**src/rtl/line_buffer_9rows.sv**
```systemverilog
// Nine-row column tap generator: eight cascaded COLS-deep line delays turn a raster
// pixel stream into vertically aligned taps S1 (8 rows up) .. S9 (current row).
module line_buffer_9rows #(
   parameter int COLS = 11,
   parameter int ROWS = 11
) (
   input  logic       clk,
   input  logic       rst,
   input  logic       done_i,
   input  logic [7:0] data_i,
   output logic [7:0] S1_o,
   output logic [7:0] S2_o,
   output logic [7:0] S3_o,
   output logic [7:0] S4_o,
   output logic [7:0] S5_o,
   output logic [7:0] S6_o,
   output logic [7:0] S7_o,
   output logic [7:0] S8_o,
   output logic [7:0] S9_o,
   output logic       done_o,
   output logic       progress_done_o
);

   localparam int CW = $clog2(COLS);
   localparam int RW = $clog2(ROWS);
   localparam logic [CW-1:0] COL_LAST  = CW'(COLS - 1);
   localparam logic [RW-1:0] ROW_LAST  = RW'(ROWS - 1);
   localparam logic [RW-1:0] ROW_FILLZ = RW'(7);

   typedef enum logic [1:0] {IDLE, FILL, STREAM, DONE} state_t;

   state_t        state_q;
   logic [CW-1:0] col_q;
   logic [RW-1:0] row_q;
   logic [7:0]    tap_q [9];
   logic          done_q;
   logic          prog_q;

   logic [7:0]    line_mem [8][COLS];
   logic [7:0]    rd [8];
   logic          last_col;
   logic          last_row;

   assign last_col = (col_q == COL_LAST);
   assign last_row = (row_q == ROW_LAST);

   always_comb begin
      for (int k = 0; k < 8; k++) begin
         rd[k] = line_mem[k][col_q];
      end
   end

   // Line delays hold no reset: FILL rewrites every entry before STREAM reads it.
   always_ff @(posedge clk) begin
      if (done_i) begin
         line_mem[0][col_q] <= data_i;
         for (int k = 1; k < 8; k++) begin
            line_mem[k][col_q] <= rd[k-1];
         end
      end
   end

   always_ff @(posedge clk or posedge rst) begin
      if (rst) begin
         state_q <= IDLE;
         col_q   <= '0;
         row_q   <= '0;
         done_q  <= 1'b0;
         prog_q  <= 1'b0;
         for (int k = 0; k < 9; k++) begin
            tap_q[k] <= '0;
         end
      end else begin
         done_q <= 1'b0;
         prog_q <= 1'b0;
         if (done_i) begin
            tap_q[8] <= data_i;
            for (int k = 0; k < 8; k++) begin
               tap_q[7-k] <= rd[k];
            end
            col_q <= last_col ? '0 : col_q + 1'b1;
            if (last_col) begin
               row_q <= last_row ? '0 : row_q + 1'b1;
            end
            // IDLE and DONE both accept this pixel as (0,0) of a new frame
            case (state_q)
               IDLE, DONE: state_q <= FILL;
               FILL: begin
                  if (last_col && row_q == ROW_FILLZ) begin
                     state_q <= STREAM;
                  end
               end
               STREAM: begin
                  done_q <= 1'b1;
                  if (last_col && last_row) begin
                     state_q <= DONE;
                     prog_q  <= 1'b1;
                  end
               end
               default: state_q <= IDLE;
            endcase
         end else if (state_q == DONE) begin
            state_q <= IDLE;
         end
      end
   end

   assign S1_o            = tap_q[0];
   assign S2_o            = tap_q[1];
   assign S3_o            = tap_q[2];
   assign S4_o            = tap_q[3];
   assign S5_o            = tap_q[4];
   assign S6_o            = tap_q[5];
   assign S7_o            = tap_q[6];
   assign S8_o            = tap_q[7];
   assign S9_o            = tap_q[8];
   assign done_o          = done_q;
   assign progress_done_o = prog_q;

endmodule

```
**config.mk**
```make
export PLATFORM = sky130hd
export DESIGN_NAME = line_buffer_9rows
export DESIGN_NICKNAME = d
export VERILOG_FILES = /design/src/rtl/line_buffer_9rows.sv
export SDC_FILE = /design/constraint.sdc
export NUM_CORES = 1
export LEC_CHECK = 0
export CORE_MARGIN = 2
export CORE_UTILIZATION = 34
export CTS_CLUSTER_SIZE = 10
export DETAILED_ROUTE_END_ITERATION = 16
export SKIP_CTS_REPAIR_TIMING = 1
export SYNTH_ARGS = -nofsm -noshare
export SYNTH_HDL_FRONTEND = slang
export SYNTH_SLANG_ARGS = --single-unit
export TNS_END_PERCENT = 100
```
**constraint.sdc**
```tcl
create_clock -name clk -period 16.85 [get_ports clk]
set_input_delay 2.5275 -clock clk [delete_from_list [all_inputs] [get_ports clk]]
set_output_delay 2.5275 -clock clk [all_outputs]
set_load 0.01 [all_outputs]
```
# Word-level counts from Yosys, hierarchy flattened
# Memories as Yosys holds them, arrays and structs flattened.
# Index checks and enable logic that the tools add are counted.
word_totals:
  regBits: 84
  mem_bits_rw: 704
  input_bits: 11
  output_inout_bits: 74
  elab_cells: 76
  mem_count: 1
op_classes:
  addsub: 2
  n_lt_le_gt_ge: 2
  eq_ne: 8
  muxes: 40
  bitwise: 1
  reduce_logical: 8
mem_list:
  columns: ["name", "words", "word_bits", "read_ports", "rd_clocked_by_memory_dff", "write_ports", "line", "rtl"]
  rows:
  - ["line_mem", 8, 88, 8, 0, 8, "39", "logic [7:0] line_mem [8][COLS];"]
ops:
  columns: ["cell", "count"]
  rows:
  - ["binary-select mux 8 bit (select 4 bit)", 8]
  - ["two-way mux 8 bit", 17]
  - ["two-way mux 88 bit", 1]
  - ["demux 8 bit (select 4 bit)", 1]
  - ["adder 4 x 1 -> 4 bit (second input constant)", 2]
  - ["== test 4 bit (second input constant)", 2]
  - ["two-way mux 2 bit", 4]
  - ["two-way mux 4 bit", 2]
  - ["two-way mux 1 bit", 6]
  - ["!= test 3 bit (second input constant)", 2]
  - ["case mux 2 bit (3 select lines)", 1]
  - ["greater-or-equal comparator 5 bit (second input constant)", 1]
  - ["less-than comparator 5 x 1 -> 1 bit (second input constant)", 1]
  - ["NOT 4 -> 5 bit", 1]
  - ["== test 2 bit (second input constant)", 2]
  - ["== test 4 x 3 -> 1 bit (second input constant)", 1]
  - ["logical AND 1 bit", 3]
  - ["AND reduction 3 bit", 1]
  - ["== test 2 x 1 -> 1 bit (second input constant)", 1]
  - ["zero test 2 bit", 1]
  - ["AND reduction 2 bit", 1]
  - ["nonzero test 2 bit", 1]
  - ["OR reduction 2 bit", 1]

# Longest topological paths before layout
# Gate-level depths: netlist (run 1).
logic_depth:
  ltp_word: 6
  depth_mapped: 8
  ltp_nobuf: 6

# Worst setup path after synthesis (run 1)
# OpenSTA, ideal clock, no wires.
synth_timing:
  path_kind: "in2reg"
  startpoint: "in done_i"
  endpoint: "mem line_mem[0][160] (netlist name), enable pin"
  setup_time_ns: 0.565
  arrival_ns: 7.550
  path_slack_ns: 8.735
  path_stages: 4
  path_buffers: 2
  path_cell_list: "clkbuf_1 -> buf_1 -> nand2_1 -> nor3_1"
synth_rtl:
  columns: ["element", "line", "rtl"]
  rows:
  - ["start: declaration", "9", "input logic done_i,"]
  - ["end: declaration", "39", null]

==> impl_metrics.env, run 1 <==
export IMPL_nNetsFinal=1839
export IMPL_switchingPower_mw=2.38
export IMPL_wl_per_cell_um=24.1
export IMPL_nFillCells=8030
export IMPL_grtUsageTotal_pct=15.8
export IMPL_synth_distinct_cells=48
export IMPL_areaGrowthSynthToFinish_pct=15.4
export IMPL_grt_pass1_vias=16800
export IMPL_yosysWarnings=0
export IMPL_pre_cts_slack_ns=11.09
export IMPL_drc_errors=0
export IMPL_cts_root_buf="clkbuf_16"
export IMPL_clk_latency_ns=0.63
export IMPL_p_per_area_nw_per_um2=198
export IMPL_startpoint_type="primary input"
export IMPL_row_count=110
export IMPL_synth_area_leaders="edfxtp_1 69%, mux2i_1 7.7%, dfrtp_1 6.8%"
export IMPL_num_io_pins=85
export IMPL_critical_path_arrival_ns=5.33
export IMPL_cap_viol_max_count=0
export IMPL_fmax_mhz=196
export IMPL_p_int_mw=4.64
export IMPL_fin_crit_ns=5.10
export IMPL_p_comb_share_pct=31.3
export IMPL_cts_max_level=3
export IMPL_synth_sequential_area_ratio_pct=75.6
export IMPL_drtIter0Drc=1431
export IMPL_path_max_fanout=89
export IMPL_setup_viol=0
export IMPL_leakagePower_nw=11.7
export IMPL_drv_slew=0
export IMPL_crit_required_ns=17.08
export IMPL_final_common_cell="edfxtp_1"
export IMPL_fin_total_pwr_mw=7.01
export IMPL_setup_slack_ns=11.75
export IMPL_antenna_found_initial=0
export IMPL_synthFlopType="edfxtp_1"
export IMPL_swShare_pct=33.9
export IMPL_utilization_pct=39.5
export IMPL_postRouteAntennaNets=0
export IMPL_status="complete, no violations"
export IMPL_numCtsBuffers=89
export IMPL_setup_worst_path_class="in2reg"
export IMPL_hold_viol_final=0
export IMPL_multi_input_area_um2=7040
export IMPL_die_y_um=305
export IMPL_async_reset_ff_share_pct=10.7
export IMPL_vias=16400
export IMPL_worstMarginPinSlew_ns=1.24
export IMPL_synth_seq_cells=788
export IMPL_whs_ns=0.504
export IMPL_clkPwrFrac_pct=24.8
export IMPL_fin_setup_tns_ns=0
export IMPL_seq_area_um2=23300
export IMPL_maxSlewHeadroom_pct=16.9
export IMPL_clkSinkCount=788
export IMPL_hold_depth=1
export IMPL_syn_area_um2=30800
export IMPL_synthCells=1733
export IMPL_grt_max_degree=124
export IMPL_cts_tree="built"
export IMPL_period_share_pct=30.3
export IMPL_chipWidth_um=305
export IMPL_worst_ir_drop_vdd_mv=0.138
export IMPL_viasPerCell=5.31
export IMPL_p_seq_share_pct=43.9
export IMPL_grt_pass1_wl_um=110000
export IMPL_start_util_pct=34.2
export IMPL_rsz0062_at_grt="no"
export IMPL_drive_gt1_share_pct=11.8
export IMPL_avgSynthCellArea_um2=17.8
export IMPL_synth_area_leader_cell="edfxtp_1"
export IMPL_clk_path_buf_depth=3
export IMPL_io_buffers=84
export IMPL_ff2ff_path_depth=7
export IMPL_place_hpwl_um=39300
export IMPL_synth_top_area_share_pct=68.7
export IMPL_hold_path_class="reg2reg"
export IMPL_crit_path_end_kind="flop"
export IMPL_grt_overflow=0
export IMPL_synth_edf_count=704
export IMPL_most_common_layout_cells="704 x edfxtp_1, 238 x mux2i_1, 90 x clkbuf_16"
export IMPL_place_congestion=0.736
export IMPL_syn_nets=1748
export IMPL_routed_wirelength_um=74100
export IMPL_skew_ns=0.0215
export IMPL_worst_setup_hold_path_clk_slew_ns=0.05
export IMPL_dr_pass1_iters=7
export IMPL_core_um2=89900
export IMPL_dieArea_um2=92900
metal layers:
layer | GRT usage, % | share of wire, % | up-vias
met5 | 0 | 0 | -
met4 | 5.05 | 2.3 | 0
met3 | 2.54 | 4.9 | 105
met2 | 27.0 | 50 | 430
met1 | 20.6 | 42 | 8575
li1 | - | - | 7243
kinds of logic after synthesis:
kind of cell	count (synthesis)	synth area share (%)
XOR/XNOR	2	0.0570
buffers and inverters	122	1.92
AND/OR/NAND/NOR	192	3.03
flip-flops	788	75.6
AO/OA/AOI/OAI	329	7.95
adder cells (fa/ha/maj)	4	0.163
multiplexers	296	11.3
state kept, by name (all words and copies together), names as in the netlist:
signal           flops
S9_o                 8
S7_o                 8
S5_o                 8
S1_o                 8
S3_o                 8
S8_o                 8
line_mem           704
progress_done_o      1
S4_o                 8
state_q              2
S6_o                 8
col_q                4
S2_o                 8
row_q                4
done_o               1
critical path, stage by stage:
cell,delay (ns)
buf_6,0.55
nand2b_1,0.34
or2_2,0.42
nor2_4,0.56
buf_4,0.83
area by class of cell:
cell class	count	area share, %
clock buffer	160	7.11
sequential	788	65.5
inverter	5	0.0599
multi-input combinational	823	19.8
timing repair buffer	117	3.11
clock inverter	7	0.226
tap	1176	4.15
antenna	1	0.00705
power groups by stage:
stage | combinational [mW] | sequential, mW | clock [mW]
5_1_grt | 2.38 | 3.11 | 1.85
4_1_cts | 2.22 | 3.08 | 1.77
3_3_place_gp | 2.16 | 3.11 | 0
6_report | 2.20 | 3.08 | 1.74
2_1_floorplan | 1.39 | 3.06 | 0
3_5_place_dp | 2.21 | 3.12 | 0
synth_stat cells (27+ instances only):
cell type,n
nand2_1,54
a221oi_1,27
edfxtp_1,704
mux4_2,40
o2bb2ai_1,56
mux2i_1,238
clkbuf_1,62
o22ai_1,62
a21oi_1,32
dfrtp_1,84
a31oi_1,49
a22oi_1,50
nor2_1,73
stage by stage:
stage	std cells	area (µm²)
finish	3077	35500
global route	3076	35500
CTS	3076	35500
detailed placement	2909	32900
global placement	2909	32900
floorplan	1733	30800
path summary, 6_finish.rpt:
check | from | to | slack (ns)
setup / recovery | done_i | line_mem[1][123] | 11.75
hold / removal | S6_o[5] | S6_o[5] | 0.50
min in group asynchronous | rst | S3_o[6] | 2.39
setup reg to reg | col_q[0] | line_mem[1][264] | 11.78
hold reg to reg | S6_o[5] | S6_o[5] | 0.50
max in group asynchronous | rst | col_q[0] | 13.07
Power figures use the tool's default switching activity.
==> inputs of run 2 (changes only) <==
Clock period 16.85 ns to 4.5 ns, I/O delays scaled along.
==> run 2 against run 1 <==
Compared with the run above:
- cell area rose by 1.4%
- combinational power grew to 3.8 times the previous value
- via count up 3.1%
- die area stayed put
- critical path depth did not move
- non-clock buffer count grew 32
- total power grew to 3.8 times the previous value
- register-to-register slack worse by 11 ns
- core utilization grew 0.55 points
- final cell count up 1.0%
- worst hold slack better by 0.0066 ns
- global-route usage is 0.80 points higher
- critical endpoint is now S7_o[4]
==> impl_metrics.env, run 2 (same netlist as run 1, synthesis figures left out) <==
export IMPL_status="complete, no violations"
export IMPL_crit_required_ns=5.09
export IMPL_clk_path_buf_depth=3
export IMPL_worst_ir_drop_vdd_mv=0.470
export IMPL_rsz0062_at_grt="no"
export IMPL_cts_max_level=3
export IMPL_leakagePower_nw=11.9
export IMPL_clk_latency_ns=0.65
export IMPL_min_from="S6_o[3]"
export IMPL_final_common_cell="edfxtp_1"
export IMPL_drtIter0Drc=1725
export IMPL_fin_crit_ns=3.29
export IMPL_pre_cts_slack_ns=1.20
export IMPL_antenna_found_initial=1
export IMPL_skew_ns=0.0281
export IMPL_setup_slack_ns=1.21
export IMPL_cts_root_buf="clkbuf_16"
export IMPL_p_per_area_nw_per_um2=741
export IMPL_core_um2=89900
export IMPL_placed_cell_area_um2=33300
export IMPL_setup_worst_path_class="reg2reg"
export IMPL_drc_errors=0
export IMPL_hold_path_class="reg2reg"
export IMPL_whs_ns=0.511
export IMPL_routed_wirelength_um=77900
export IMPL_startpoint_type="flop"
export IMPL_grt_pass1_vias=17400
export IMPL_place_congestion=0.758
export IMPL_numCtsBuffers=90
export IMPL_hold_viol_final=0
export IMPL_max_flop_register="line_mem"
export IMPL_cts_tree="built"
export IMPL_grtUsageTotal_pct=16.6
export IMPL_areaGrowthSynthToFinish_pct=17.0
export IMPL_io_buffers=84
export IMPL_clkSinkCount=788
export IMPL_wl_per_cell_um=25.0
export IMPL_grt_pass1_wl_um=115000
export IMPL_viasPerCell=5.42
export IMPL_r2r_start="col_q[0]"
export IMPL_critical_path_arrival_ns=3.88
export IMPL_cp_startpoint="col_q[0]"
export IMPL_fin_setup_tns_ns=0
export IMPL_dr_pass1_iters=6
export IMPL_place_hpwl_um=42700
export IMPL_most_common_layout_cells="704 x edfxtp_1, 238 x mux2i_1, 93 x clkbuf_16"
export IMPL_largest_reg_flops=704
export IMPL_worst_setup_hold_path_clk_slew_ns=0.06
export IMPL_row_count=110
export IMPL_fmax_mhz=304
export IMPL_die_y_um=305
export IMPL_postRouteAntennaNets=0
export IMPL_grt_max_degree=73
export IMPL_nNetsFinal=1872
export IMPL_n_antenna_cell=0
export IMPL_drive_gt1_share_pct=13.5
export IMPL_path_max_fanout=46
export IMPL_crit_path_end_kind="flop"
export IMPL_dieArea_um2=92900
export IMPL_start_util_pct=34.2
export IMPL_worstMarginPinSlew_ns=1.16
export IMPL_num_io_pins=85
export IMPL_chipWidth_um=305
export IMPL_utilization_pct=40.0
export IMPL_grt_overflow=0
export IMPL_setup_viol=0
export IMPL_period_share_pct=73.2
export IMPL_cap_viol_max_count=0
export IMPL_drv_slew=0
export IMPL_final_design_area_no_fill_um2=36000
export IMPL_vias=16900
export IMPL_maxSlewHeadroom_pct=22.3
## run 2: cell count changes in the layout (fill, tap and decap cells not counted), moves of 2 or more
cell / change
nor3_2: -2
buf_12: +12
inv_16: +2
clkinv_8: -3
clkbuf_1: -2
buf_4: +20
nor3_4: +2
clkbuf_16: +3
## run 2: power by group
part	internal [mW]	switching, mW	total (mW)
registers	10.8	0.776	11.6
logic	2.92	5.39	8.32
clock network	3.96	2.79	6.74
## run 2: worst paths after layout
check                      endpoint  slack (ns)  depth (start not counted)
max                         S7_o[4]        1.21                          5
min reg2reg                 S6_o[3]        0.51                          1
min in group asynchronous   S8_o[1]        0.52                          2
min                         S6_o[3]        0.51                          1
max reg2reg                 S7_o[4]        1.21                          5
max in group asynchronous   S9_o[3]        3.19                          3
## run 2: layout make-up
cell class	instances	area [µm²]
clock inverters	6	92.6
clock buffers	162	2610
well taps	1176	1470
repair buffers	149	1490
flip-flops and latches	788	23300
multi-input cells	823	7050
fillers	7957	53900
inverters	5	21.3
## run 2: stage by stage
stage / power, mW / std cells
final: 26.7 / 3109
after detailed placement: 20.1 / 2941
after global routing: 27.9 / 3109
after CTS: 26.9 / 3109
after floorplan: 16.7 / 1733
after global placement: 19.8 / 2941
## run 2: routing by layer
| metal | global-route usage [%] | vias to the layer above | wire length [µm] |
|---|---|---|---|
| met2 | 28.2 | 611 | 38600 |
| met3 | 2.82 | 126 | 4660 |
| met1 | 21.9 | 8819 | 32900 |
| li1 | - | 7309 | - |
| met4 | 4.64 | 0 | 1660 |
| met5 | 0 | - | 0 |
## run 2: critical path: stages, from the launching register on
cell and delay, ns:
dfrtp_4 0.98, buf_4 0.71, or3b_2 0.62, o22ai_1 0.23
a2111o_1 0.42, mux2_2 0.24
==> inputs of run 3 (changes only) <==
Clock period 4.5 ns to 3.3 ns, I/O delays scaled along.
==> run 3 against run 2 <==
Compared with the run above:
- sequential power rose by 36%
- via count fell by 0.90%
- largest power group unchanged
- sequential cell count did not move
- critical endpoint is now line_mem[0][187]
==> impl_metrics.env, run 3 (same netlist as run 1, synthesis figures left out) <==
export IMPL_path_max_fanout=67
export IMPL_wl_per_cell_um=24.5
export IMPL_cts_max_level=3
export IMPL_clk_path_buf_depth=3
export IMPL_startpoint_type="flop"
export IMPL_period_share_pct=83.6
export IMPL_areaGrowthSynthToFinish_pct=17.8
export IMPL_largest_reg_flops=704
export IMPL_drtIter0Drc=1485
export IMPL_rsz0062_at_grt="no"
export IMPL_critical_path_arrival_ns=3.21
export IMPL_maxSlewHeadroom_pct=46.8
export IMPL_status="complete, no violations"
export IMPL_crit_path_end_kind="flop"
export IMPL_cts_root_buf="clkbuf_16"
export IMPL_seq_area_um2=23300
export IMPL_leakagePower_nw=12.1
export IMPL_nNetsFinal=1894
export IMPL_crit_buf_inv=2
export IMPL_dp_cells=2963
export IMPL_grtUsageTotal_pct=16.4
export IMPL_r2r_start="col_q[1]"
export IMPL_grt_pass1_vias=17200
export IMPL_fmax_mhz=363
export IMPL_hold_viol_final=0
export IMPL_max_flop_register="line_mem"
export IMPL_fin_cells=3122
export IMPL_fin_total_pwr_mw=36.5
export IMPL_worst_setup_hold_path_clk_slew_ns=0.05
export IMPL_dieArea_um2=92900
export IMPL_placed_cell_area_um2=33700
export IMPL_hold_path_end="S7_o[6]"
export IMPL_place_congestion=0.728
export IMPL_chipWidth_um=305
export IMPL_critPathTopFamily="flip-flops"
export IMPL_final_design_area_no_fill_um2=36200
export IMPL_crit_required_ns=3.76
export IMPL_grt_overflow=0
export IMPL_num_io_pins=85
export IMPL_setup_worst_path_class="reg2reg"
export IMPL_drive_gt1_share_pct=14.4
export IMPL_worst_ir_drop_vdd_mv=0.387
export IMPL_place_hpwl_um=42100
export IMPL_hold_path_class="in2reg"
export IMPL_dr_pass1_iters=5
export IMPL_multi_input_area_um2=7060
export IMPL_skew_ns=0.0202
export IMPL_antenna_found_initial=0
export IMPL_grt_pass1_wl_um=114000
export IMPL_cap_viol_max_count=0
export IMPL_die_y_um=305
export IMPL_fin_setup_tns_ns=0
export IMPL_cts_tree="built"
export IMPL_viasPerCell=5.35
export IMPL_slowest_delay_ns=0.81
export IMPL_n_antenna_cell=0
export IMPL_row_count=110
export IMPL_slowest_stage="dfrtp_4"
export IMPL_reg2reg_slack_ns=0.54
export IMPL_crit_chain="buf_12 > mux2i_1 > a221oi_2 > nand2_1 > a21oi_1 > buf_4"
export IMPL_vias=16700
export IMPL_start_util_pct=34.2
export IMPL_routed_wirelength_um=76600
export IMPL_min_from="done_i"
export IMPL_most_common_layout_cells="704 x edfxtp_1, 238 x mux2i_1, 92 x clkbuf_16"
export IMPL_final_common_cell="edfxtp_1"
export IMPL_utilization_pct=40.3
export IMPL_setup_viol=0
export IMPL_numCtsBuffers=90
export IMPL_postRouteAntennaNets=0
export IMPL_core_um2=89900
export IMPL_reg2reg_to="line_mem[0][187]"
export IMPL_drc_errors=0
export IMPL_nFillCells=7939
export IMPL_worstMarginPinSlew_ns=0.796
export IMPL_clkSinkCount=788
export IMPL_hold_depth=2
export IMPL_p_per_area_nw_per_um2=1010
export IMPL_ff2ff_path_depth=6
export IMPL_drv_slew=0
export IMPL_io_buffers=84
export IMPL_fin_crit_ns=2.76
export IMPL_grt_max_degree=91
export IMPL_clk_latency_ns=0.63
[run 3: report_power, final]
part	switching, mW	internal [mW]
clock	3.67	5.20
sequential	0.994	14.8
combinational	7.50	4.34
total	12.2	24.3
[run 3: routing by layer]
layer  track usage, %  wire length [µm]  vias to the layer above
met5                0                 0                        -
met4             4.57              1350                        0
met3             2.50              4100                       96
met2             27.8             38200                      514
met1             22.0             33000                     8748
li1                 -                 -                     7355
[run 3: area by class of cell]
class	count	share of cell area, %
flip-flops and latches	788	64.1
well taps	1176	4.06
clock buffers	152	7.03
multi-input cells	823	19.5
repair buffers	171	5.09
inverters	5	0.0587
clock inverters	7	0.131
[run 3: worst max path at each step]
stage / start / endpoint / slack (ns) / cells past startpoint
floorplan: col_q[2] / line_mem[0][160] / -0.93 / 5
global placement: col_q[1] / line_mem[0][195] / 0.61 / 6
detailed placement: col_q[1] / line_mem[1][137] / 0.62 / 6
CTS: col_q[1] / line_mem[0][187] / 0.57 / 6
global route: col_q[1] / line_mem[1][113] / 0.37 / 6
finish: col_q[1] / line_mem[0][187] / 0.54 / 6
[run 3: through the flow]
step	setup slack, ns	hold WS (ns)
floorplan	-0.926	0.500
global placement	0.609	0.492
detailed placement	0.623	0.495
CTS	0.568	0.253
global route	0.369	0.284
finish	0.542	0.299
